## src/rtl/spi_tx_if.sv

```systemverilog
// Word handshake between the transmit FIFO and the SPI transmit engine.
`timescale 1ns/1ps
interface spi_tx_if #(
    parameter int unsigned FIFO_WIDTH = 32
);
    logic [FIFO_WIDTH-1:0] tx_wdata_i;
    logic                  tx_vld_i;
    logic                  tx_rdy_o;

    modport master (
        output tx_wdata_i,
        output tx_vld_i,
        input  tx_rdy_o
    );

    modport slave (
        input  tx_wdata_i,
        input  tx_vld_i,
        output tx_rdy_o
    );
endinterface

```

## src/rtl/spi_tx.sv

```systemverilog
// SPI master transmit engine: one word per chip-select frame, MSB first, all
// four CPOL/CPHA modes, paced by half-period strobes from an external clock gen.
`timescale 1ns/1ps
module spi_tx #(
    parameter int unsigned FIFO_WIDTH = 32
) (
    input  logic    clk_i,
    input  logic    rst_n_i,
    input  logic    cpol,
    input  logic    cpoa,
    spi_tx_if.slave tx,
    input  logic    bit_en,
    output logic    clk_gen,
    output logic    sclk,
    output logic    cs_n,
    output logic    sdo
);

    localparam int unsigned W     = FIFO_WIDTH;
    localparam int unsigned EDGES = 2 * W;
    localparam int unsigned CW    = $clog2(EDGES + 1);

    typedef enum logic [1:0] {
        IDLE  = 2'd0,
        SETUP = 2'd1,
        SHIFT = 2'd2,
        HOLD  = 2'd3
    } state_t;

    state_t         state;
    logic [W-1:0]   shreg;
    logic           mode_cpol;
    logic           mode_cpoa;
    logic [CW-1:0]  edge_cnt;
    logic           tx_rdy_q;

    logic [CW-1:0]  edge_nxt;
    logic           accept;
    logic           last_edge;
    logic           launch_edge;

    assign tx.tx_rdy_o = tx_rdy_q;
    assign accept      = tx.tx_vld_i & tx_rdy_q;
    assign edge_nxt    = edge_cnt + CW'(1);
    assign last_edge   = (edge_nxt == CW'(EDGES));

    // Data launch edges: odd edges when sampling on the second edge, even
    // edges (except the final one) when sampling on the first edge.
    assign launch_edge = mode_cpoa ? edge_nxt[0] : (~edge_nxt[0] & ~last_edge);

    always_ff @(posedge clk_i or negedge rst_n_i) begin
        if (!rst_n_i) begin
            state     <= IDLE;
            shreg     <= '0;
            mode_cpol <= 1'b0;
            mode_cpoa <= 1'b0;
            edge_cnt  <= '0;
            tx_rdy_q  <= 1'b1;
            clk_gen   <= 1'b0;
            cs_n      <= 1'b1;
            sdo       <= 1'b0;
            sclk      <= 1'b0;
        end else begin
            case (state)
                IDLE: begin
                    sclk <= cpol;
                    if (accept) begin
                        shreg     <= tx.tx_wdata_i;
                        mode_cpol <= cpol;
                        mode_cpoa <= cpoa;
                        edge_cnt  <= '0;
                        tx_rdy_q  <= 1'b0;
                        clk_gen   <= 1'b1;
                        cs_n      <= 1'b0;
                        // First-edge sampling needs the MSB on the wire before any sclk edge.
                        sdo       <= cpoa ? 1'b0 : tx.tx_wdata_i[W-1];
                        state     <= SETUP;
                    end
                end

                SETUP: begin
                    if (bit_en) begin
                        state <= SHIFT;
                    end
                end

                SHIFT: begin
                    if (bit_en) begin
                        edge_cnt <= edge_nxt;
                        sclk     <= ~sclk;
                        if (launch_edge) begin
                            sdo   <= mode_cpoa ? shreg[W-1] : shreg[W-2];
                            shreg <= {shreg[W-2:0], 1'b0};
                        end
                        if (last_edge) begin
                            state <= HOLD;
                        end
                    end
                end

                HOLD: begin
                    if (bit_en) begin
                        cs_n     <= 1'b1;
                        sdo      <= 1'b0;
                        clk_gen  <= 1'b0;
                        tx_rdy_q <= 1'b1;
                        edge_cnt <= '0;
                        sclk     <= mode_cpol;
                        state    <= IDLE;
                    end
                end

                default: begin
                    state <= IDLE;
                end
            endcase
        end
    end

endmodule
```

## src/flat_wrapper.sv

```systemverilog
// flat-port wrapper written by rule: the top's interface ports become plain ports
module spi_tx_flat 
#(
    parameter int unsigned FIFO_WIDTH = 32
)
  (clk_i, rst_n_i, cpol, cpoa, bit_en, clk_gen, sclk, cs_n, sdo, tx_tx_wdata_i, tx_tx_vld_i, tx_tx_rdy_o);
  spi_tx_if #(.FIFO_WIDTH(FIFO_WIDTH)) tx_i ();
  input  logic clk_i;
  input  logic rst_n_i;
  input  logic cpol;
  input  logic cpoa;
  input  logic bit_en;
  output logic clk_gen;
  output logic sclk;
  output logic cs_n;
  output logic sdo;
  input wire logic [$bits(tx_i.tx_wdata_i)-1:0] tx_tx_wdata_i;
  input wire logic [$bits(tx_i.tx_vld_i)-1:0] tx_tx_vld_i;
  output wire logic [$bits(tx_i.tx_rdy_o)-1:0] tx_tx_rdy_o;
  assign tx_i.tx_wdata_i = tx_tx_wdata_i;
  assign tx_i.tx_vld_i = tx_tx_vld_i;
  assign tx_tx_rdy_o = tx_i.tx_rdy_o;
  spi_tx #(.FIFO_WIDTH(FIFO_WIDTH)) u_core (.clk_i(clk_i), .rst_n_i(rst_n_i), .cpol(cpol), .cpoa(cpoa), .tx(tx_i), .bit_en(bit_en), .clk_gen(clk_gen), .sclk(sclk), .cs_n(cs_n), .sdo(sdo));
endmodule
```

## config.mk

```make
export PLATFORM = sky130hd
export DESIGN_NAME = spi_tx_flat
export DESIGN_NICKNAME = d
export VERILOG_FILES = /design/src/rtl/spi_tx_if.sv /design/src/rtl/spi_tx.sv /design/src/flat_wrapper.sv
export SDC_FILE = /design/constraint.sdc
export NUM_CORES = 1
export LEC_CHECK = 0
export ABC_AREA = 1
export CAP_MARGIN = 20
export CORE_AREA = 2 2 72 74
export CTS_CLUSTER_SIZE = 30
export DETAILED_ROUTE_END_ITERATION = 7
export DIE_AREA = 0 0 74 76
export PLACE_DENSITY = 0.84
export SLEW_MARGIN = 0
export SYNTH_ARGS = -nofsm -noshare
export SYNTH_HDL_FRONTEND = slang
export SYNTH_SLANG_ARGS = --single-unit
```

## constraint.sdc

```tcl
create_clock -name clk_i -period 4 [get_ports clk_i]
set_input_delay 0.4 -clock clk_i [delete_from_list [all_inputs] [get_ports clk_i]]
set_output_delay 0.4 -clock clk_i [all_outputs]
set_load 0.01 [all_outputs]
```

==> reports/results.ini <==
[sta]
setup_viol = 0
fin_skew_ns = 0.00718
post-route-min-period_ns = 2.58
max_slew_margin_pct = 60.3
whs_ns = 0.0450
period_share_pct = 64.5
maxSlewViolCount = 0
setup_tns_ns = 0
fmax_mhz = 388
hold_viol = 0
rsz0062_at_grt = no
tightestPinTransition_ns = 0.595

[critical_path]
path_cells = inv_1 -> ha_1 -> inv_2 -> a21oi_2 -> nand2_4 -> nand2_8 -> nand2_1 -> nand2_1
crit_required_ns = 4.25
worst_setup_path_end_kind = flop
cp_slowest_cell = ha_1
crit_arrival_ns = 2.83
critPathMostFrequentCell = nand2_1
critPathMaxStageDelay_ns = 0.51
critPathLaunchType = flop
critical_path.max_fanout = 36
reg2regPathDepth = 8
setup.worst_path.class = flop to flop

[synthesis]
synthAdderAreaFrac_pct = 2.32
synth_area_sq_um = 2690
synth_xor_area_share_pct = 0.325
synth_edf_count = 0
syn_avg_cell_area_sq_um = 7.61
synth_nets = 397
synth_compound_area_share_pct = 4.51
ys_seq_area_share_pct = 43.7
synth_top_family_by_area = simple AND/OR/NAND/NOR gates
synthFlopType = dfrtp_1
synth-simple-area-share_pct = 40.6
synthArstFlopShare_pct = 100
yosys.area.top_type = dfrtp_1
yosys.area.top_type_share_pct = 42.8
synth.distinct_cells = 35
synthCells = 354
yosys-top-cells-area = dfrtp_1, nand2_1, nand2_2
synth_commonest_cells = nand2_1, dfrtp_1, nand3_1, nand2_2, inv_1
ys_warn_count = 0
ys_ff_latch = 47
synth_mux_area_share_pct = 1.21
yosysMostFrequentCell = nand2_1

[die]
placeableCoreArea_sq_um = 4910
io-pin-count = 43
die_area_sq_um = 5620
std_cell_rows = 26
fp.dieW_um = 74
start_util_pct = 54.8
die_h_um = 76

[final_layout]
num_antenna_cells = 0
layout-drive-gt1-share_pct = 14.6
layout.nets = 432
area_growth_syn_to_layout_pct = 18.4

[power]
ir_drop_v = 0.000160
power_leakage_nw = 1.70
pwr_density_cell_nw_per_um2 = 260

[run_status]
status = finished, final reports clean

[drt]
drc_errors = 0
first_pass_iters = 4
num_vias = 2287
vias_per_cell = 4.97
wire_per_inst_um = 12.0
wirelength_mm = 5.54
drt_iter0_markers = 135
drtAntennaViolNets = 0

[place]
port_buffers = 42
gp_congestion = 0.863
hpwl_mm = 3.67

[clock_network]
cts_buffer_depth = 2
cts-hold-fix-buffers = 0
clk_latency_ns = 0.31
cts_tree = yes
cts.sink_count = 47
cts_resized = 0
clk_root_buffer_cell = clkbuf_8
clkTransAtPathRegs_ns = 0.09
tritoncts.num_buffers = 5
cts_setup_buffers = 0
htree_num_levels = 2

[global_route]
grt-ovfl-total = 0
grt_start_max_net_pins = 48
grt_usage_pct = 21.8
first_global_vias = 2243
antenna_found_initial = 0
grt_pass1_wl_mm = 9.69

[run]
max_cap_violations = 0

[worst_hold_path]
hp-class = primary input to async pin

-- worst max-delay path, delay by kind of cell (launching register included) --
family,cells,cell delay [ns]
simple gates,4,0.79
buf+inv,2,0.53
fa+ha+maj,1,0.51
flops,1,0.41
compound gates,1,0.26
-- layout by cell type (no fill, tap or decap), types with 2 or more instances in the layout --
cell / netlist / layout
ha_1: 5 / 5
dfrtp_1: 46 / 46
clkinv_2: 0 / 2
clkdlybuf4s50_1: 0 / 41
nand2_1: 155 / 155
o21ai_1: 2 / 2
buf_4: 4 / 2
mux2_2: 2 / 2
inv_1: 16 / 16
nand3_1: 38 / 38
clkbuf_8: 0 / 5
inv_2: 2 / 2
o21ai_0: 4 / 4
a21oi_1: 4 / 4
nor2_1: 11 / 11
nor2_2: 3 / 3
nand2_2: 32 / 32
-- metrics by stage --
stage                     instance area, sq um  setup WS [ns]  total power, W  std cells  util, %
final                                     3190           1.42        0.000831        460     64.9
after CTS                                 3170           1.40        0.000839        459     64.5
after floorplan                           2690           2.27        0.000500        354        -
after global routing                      3190           1.20        0.000870        460     64.9
after global placement                    3080           1.58        0.000549        451     62.7
after detailed placement                  3080           1.45        0.000549        451     62.7
-- where the power goes --
group | internal (W) | switching [W]
clock | 0.000123 | 0.000166
combinational | 0.0000407 | 0.0000253
sequential | 0.000475 | 0.000000393
-- routing by layer --
metal  wire, um  GRT usage (%)  up-vias
met5          0              0        -
met4        102           8.91        0
met3        242           4.37       10
met2       2690           35.1       51
met1       2510           28.3     1052
li1           -              -     1174
-- final cells by class --
cell class                 instances  area (sq um)
inverter                          18          67.6
sequential                        47          1180
timing repair buffer              45           450
tap                               70          87.6
multi-input combinational        272          1320
clock inverter                     3          18.8
clock buffer                       5          68.8
fill                             451          1720
-- path summary, 6_finish.rpt --
check | from | endpoint | slack (ns)
max | u_core.state[0] | u_core.shreg[12] | 1.42
min | rst_n_i | u_core.shreg[2] | 0.04
max reg2reg | u_core.state[0] | u_core.shreg[12] | 1.42
min reg2reg | u_core.shreg[29] | u_core.shreg[29] | 0.49
max in group asynchronous | rst_n_i | u_core.mode_cpoa | 3.45
min in group clk_i | u_core.shreg[29] | u_core.shreg[29] | 0.49
-- cells by family (layout without fill, tap and decap cells) --
group	Yosys count	count (layout)
flops	47	47
mux	3	3
simple gates	245	245
xor+xnor	1	1
buf+inv	35	71
fa+ha+maj	5	5
compound gates	18	18
-- sequential cells by signal (all words and copies together), names as in the netlist --
signal and flops:
u_core.sdo 1, u_core.state 2, u_core.sclk 1, u_core.mode_cpol 1, u_core.edge_cnt 7, u_core.clk_gen 1
u_core.mode_cpoa 1, u_core.shreg 32, u_core.cs_n 1
Power figures use the tool's default switching activity.
